<file path="src/rtl/noise_collector.sv">
// Noise collector: XOR-folds raw noise samples to bits, packs them into words behind a
// one-entry valid/ready buffer, and runs a repetition-count health test. Optional
// von Neumann debiaser enabled by defining NOISE_COLLECTOR_VNEUMANN_EN.
module noise_collector #(
    parameter int SAMPLE_W   = 4,
    parameter int WORD_W     = 32,
    parameter int RCT_CUTOFF = 8
) (
    input  logic                clk,
    input  logic                rst_n,
    input  logic                en,
    input  logic [SAMPLE_W-1:0] noise_in,
    input  logic                noise_vld,
    output logic [WORD_W-1:0]   word_out,
    output logic                word_vld,
    input  logic                word_rdy,
    output logic                rct_fail,
    output logic                ovf,
    input  logic                clr_err,
    output logic                busy
);
    // Handshake: a word transfers on any cycle where word_vld and word_rdy are both high;
    // word_out holds steady while word_vld=1 and word_rdy=0.
    localparam int CNT_W = $clog2(WORD_W);

    typedef enum logic [1:0] {IDLE, RUN, FAIL} state_t;

    state_t              state;
    logic [WORD_W-1:0]   shreg;
    logic [CNT_W-1:0]    bit_cnt;
    logic [7:0]          rep_cnt;
    logic [SAMPLE_W-1:0] last_sample;

    logic                accept;
    logic                raw_bit;
    logic                shift_en;
    logic                shift_bit;
    logic [7:0]          rep_next;
    logic                trip;
    logic                word_done;
    logic [WORD_W-1:0]   next_word;
    logic                buf_free;

`ifdef NOISE_COLLECTOR_VNEUMANN_EN
    logic vn_phase;
    logic vn_bit;
`endif

    always_comb begin
        accept  = (state == RUN) && en && noise_vld;
        raw_bit = ^noise_in;
        // rep_cnt==0 marks the first sample after IDLE/FAIL, which always restarts the run
        if ((rep_cnt != 8'd0) && (noise_in == last_sample))
            rep_next = (rep_cnt == 8'hFF) ? rep_cnt : rep_cnt + 8'd1;
        else
            rep_next = 8'd1;
        trip = accept && (rep_next == 8'(RCT_CUTOFF));
`ifdef NOISE_COLLECTOR_VNEUMANN_EN
        // Second bit of a differing pair emits the first bit: 10 -> 1, 01 -> 0
        shift_en  = accept && vn_phase && (vn_bit != raw_bit);
        shift_bit = vn_bit;
`else
        shift_en  = accept;
        shift_bit = raw_bit;
`endif
        word_done = shift_en && (bit_cnt == CNT_W'(WORD_W - 1));
        next_word = {shreg[WORD_W-2:0], shift_bit};
        buf_free  = !word_vld || word_rdy;
    end

    assign busy = (bit_cnt != '0);

    always_ff @(posedge clk or negedge rst_n) begin
        if (!rst_n) begin
            state       <= IDLE;
            shreg       <= '0;
            bit_cnt     <= '0;
            rep_cnt     <= 8'd0;
            last_sample <= '0;
            word_out    <= '0;
            word_vld    <= 1'b0;
            rct_fail    <= 1'b0;
            ovf         <= 1'b0;
`ifdef NOISE_COLLECTOR_VNEUMANN_EN
            vn_phase    <= 1'b0;
            vn_bit      <= 1'b0;
`endif
        end else begin
            if (word_vld && word_rdy)
                word_vld <= 1'b0;
            if (clr_err) begin
                rct_fail <= 1'b0;
                ovf      <= 1'b0;
            end
            case (state)
                IDLE: begin
                    if (en)
                        state <= RUN;
                end
                RUN: begin
                    if (!en) begin
                        state   <= IDLE;
                        shreg   <= '0;
                        bit_cnt <= '0;
                        rep_cnt <= 8'd0;
`ifdef NOISE_COLLECTOR_VNEUMANN_EN
                        vn_phase <= 1'b0;
`endif
                    end else if (trip) begin
                        // Failure beats a simultaneous clr_err and any word this sample completes
                        state       <= FAIL;
                        rct_fail    <= 1'b1;
                        word_vld    <= 1'b0;
                        shreg       <= '0;
                        bit_cnt     <= '0;
                        rep_cnt     <= 8'd0;
                        last_sample <= noise_in;
`ifdef NOISE_COLLECTOR_VNEUMANN_EN
                        vn_phase    <= 1'b0;
`endif
                    end else if (accept) begin
                        rep_cnt     <= rep_next;
                        last_sample <= noise_in;
`ifdef NOISE_COLLECTOR_VNEUMANN_EN
                        vn_phase <= !vn_phase;
                        if (!vn_phase)
                            vn_bit <= raw_bit;
`endif
                        if (shift_en) begin
                            shreg <= next_word;
                            if (word_done) begin
                                bit_cnt <= '0;
                                if (buf_free) begin
                                    word_out <= next_word;
                                    word_vld <= 1'b1;
                                end else begin
                                    ovf <= 1'b1;
                                end
                            end else begin
                                bit_cnt <= bit_cnt + CNT_W'(1);
                            end
                        end
                    end
                end
                FAIL: begin
                    if (clr_err)
                        state <= IDLE;
                end
                default: state <= IDLE;
            endcase
        end
    end
endmodule

</file>
<file path="config.mk">
export PLATFORM = sky130hd
export DESIGN_NAME = noise_collector
export DESIGN_NICKNAME = d
export VERILOG_FILES = /design/src/rtl/noise_collector.sv
export SDC_FILE = /design/constraint.sdc
export NUM_CORES = 1
export LEC_CHECK = 0
export CORE_ASPECT_RATIO = 0.8
export CORE_MARGIN = 3
export CORE_UTILIZATION = 43
export DETAILED_ROUTE_END_ITERATION = 16
export PLACE_DENSITY = 0.65
export REMOVE_ABC_BUFFERS = 1
export SLEW_MARGIN = 15
export SYNTH_ARGS = -nofsm -noshare
export SYNTH_HDL_FRONTEND = slang
export SYNTH_SLANG_ARGS = --single-unit
</file>
<file path="constraint.sdc">
create_clock -name clk -period 3 [get_ports clk]
set_clock_uncertainty 0.2 [all_clocks]
set_input_delay 0.6 -clock clk [delete_from_list [all_inputs] [get_ports clk]]
set_output_delay 0.6 -clock clk [all_outputs]
set_load 0.01 [all_outputs]
</file>
==> reports/metrics.cfg <==
[outcome]
status = completed

[critical_path]
crit_type = register to output port
crit_chain = inv_1 > ha_1 > or4b_2 > clkdlybuf4s50_1
cp_slowest_stage_delay_ns = 0.57
path_delay_family = buffers and inverters
critPathArrivalTime_ns = 2.06
critPathSlowestCell = or4b_2
cp-start-kind = register
path_buf_inv = 2
cp-end-kind = output port
crit_required_ns = 2.20
path_max_fanout = 4
reg2reg_slack_ns = 0.18

[power_and_ir_drop]
ir_drop_mv = 0.285
leakagePower_nw = 2.12
p_per_area_nw_per_um2 = 456

[sta]
layout_worst_path_cycle_share_pct = 95.4
final-setup-viol-count = 0
max_slew.worst_pin.slew_ns = 0.950
setup_ws_ns = 0.138
slew_viol_final = 0
max_freq_mhz = 349
timing.slew.headroom_pct = 36.7
final_hold_viol_count = 0
period_needed_ns = 2.86
rsz0062_at_grt = no

[clock_tree]
cts_sinks = 85
cts_tree = built
post_cts_buffers = 0
cts-hold-fix-buffers = 0
cts_buffers = 9
path_clk_slew_ns = 0.09
ctsResizeCount = 0
h-tree-depth = 3
clk_path_buf_depth = 2
cts_root_buf = clkbuf_8
clkLatencyLatePin_ns = 0.35

[synth]
synth_edf_count = 0
synth_fa_ha_area_share_pct = 1.70
synth_top_family_by_area = compound AO/OA/AOI/OAI gates
ys_seq_area_share_pct = 57.8
synth.avg_cell_area_um2 = 13.1
yosysUniqueCellTypes = 42
synthArstFlopShare_pct = 100
synthXorXnorAreaFrac_pct = 2.62
synthMuxAreaShare_pct = 11.8
yosysTopAreaCellShare_pct = 57.8
netlist_area_um2 = 3680
ys_warn_count = 0
synthTopCellsByArea = dfrtp_1, mux2_4, a22o_1
synth_cells = 280
yosys_most_used_dff = dfrtp_1
synth_area_leader_cell = dfrtp_1
yosys.area_share.simple_pct = 8.13
synth_seq_cells = 85
synth_compound_area_share_pct = 14.5

[placement]
gp_congestion = 0.795
hpwl_um = 4540
place.port_buffers = 45
dp_slack_ns = -0.0570
dpl.cell_count = 425

[floorplanning]
die-area_um2 = 9710
die_y_um = 88.7
core-area_um2 = 8130
rows = 29
io_pins = 46
fp.dieW_um = 109
start_util_pct = 45.3

[layout]
nFillCells = 702
register_area_um2 = 2130
final_common_cell = dfrtp_1
syn_to_final_growth_pct = 22.0
n_antenna_cell = 0
final_cell_mix = dfrtp_1, clkdlybuf4s50_1, a22o_1
nets = 344
multi_input_area_um2 = 1460
fin_cells = 442
drive_gt1_share_pct = 17.1

[min_path]
hp-class = primary input to async pin

[drt]
wire_per_inst_um = 16.2
first_iter_violations = 119
route.vias.total = 2388
ant_nets = 0
vias_per_cell = 5.40
drtPass1Iterations = 4
routed_wl_um = 7160
remaining_drc_errors = 0

[global_routing]
grt_pass1_vias = 2374
antenna_found_initial = 0
grt_pass1_wl_um = 11900
track_usage_pct = 15.5
grt.overflow.total = 0
grt_max_degree = 45

[job]
maxCapViolations = 0

==> flip-flops by register name, summed over array words and instances, names as in the netlist <==
register / count
last_sample: 4
rep_cnt: 8
rct_fail: 1
word_vld: 1
bit_cnt: 5
shreg: 31
state: 2
word_out: 32
ovf: 1
==> cell families (layout without fill, tap and decap cells) <==
group | after synthesis | in the layout
AO/OA/AOI/OAI | 62 | 63
XOR/XNOR | 11 | 11
adder cells (fa/ha/maj) | 5 | 5
buffers and inverters | 26 | 79
flip-flops | 85 | 85
multiplexers | 32 | 32
AND/OR/NAND/NOR | 59 | 59
==> final timing paths <==
path,cells after the start,from,end
max,4,bit_cnt[0]$_DFFE_PN0P_,busy
min,1,rst_n,last_sample[0]$_DFFE_PN0P_
max reg2reg,7,rep_cnt[0]$_DFFE_PN0P_,shreg[23]$_DFFE_PN0P_
min reg2reg,1,state[1]$_DFFE_PN0P_,state[0]$_DFFE_PN0P_
max in group asynchronous,2,rst_n,shreg[19]$_DFFE_PN0P_
min in group clk,1,state[1]$_DFFE_PN0P_,state[0]$_DFFE_PN0P_
==> metrics by stage <==
step	power (mW)	setup TNS, ns	hold WS, ns	util (%)	cell area [µm²]
after floorplan	1.26	-27.55	0.104	-	3580
after global placement	1.33	-0.308	0.258	52.8	4290
after detailed placement	1.33	-1.03	0.272	52.8	4290
after CTS	2.08	0	0.0368	55.1	4480
after global routing	2.15	0	0.0631	55.2	4490
final	2.05	0	0.0294	55.2	4490
==> cell usage after synthesis, types with 5 or more instances <==
cell type,number
a22o_1,32
a31oi_1,5
clkbuf_1,12
dfrtp_1,85
ha_1,5
inv_1,8
mux2_1,10
mux2_4,20
nand2_1,19
nand3_1,6
nor2_1,7
nor3_1,7
o22a_1,5
xor2_1,7
==> worst reg2reg max path, stage by stage, from the launching register on <==
cell       delay, ns
dfrtp_1         0.41
ha_1            0.31
and3b_1         0.22
o2111ai_1       0.27
a2111oi_4       0.13
buf_4           0.20
a21oi_2         0.76
a22o_1          0.28
==> metal layers <==
metal	wire length [µm]	vias to the layer above	global-route usage [%]	share of wire [%]
met1	3450	1201	21.9	48
met2	3250	58	23.7	45
met4	89	0	4.30	1.2
li1	-	1120	-	-
met3	368	9	4.08	5.1
met5	0	-	0	0
==> report_power, final <==
group / switching [mW] / leakage, nW / internal (mW)
sequential: 0.0141 / 1.18 / 1.16
clock: 0.410 / 0.0889 / 0.327
combinational: 0.0808 / 0.856 / 0.0528
==> final cells by class <==
type	count	area share, %
inverter	8	0.669
sequential	85	47.4
multi-input combinational	170	32.6
clock inverter	6	1.03
timing repair buffer	55	12.2
tap	108	3.01
clock buffer	10	3.07
(Power assumes the default switching activity.)
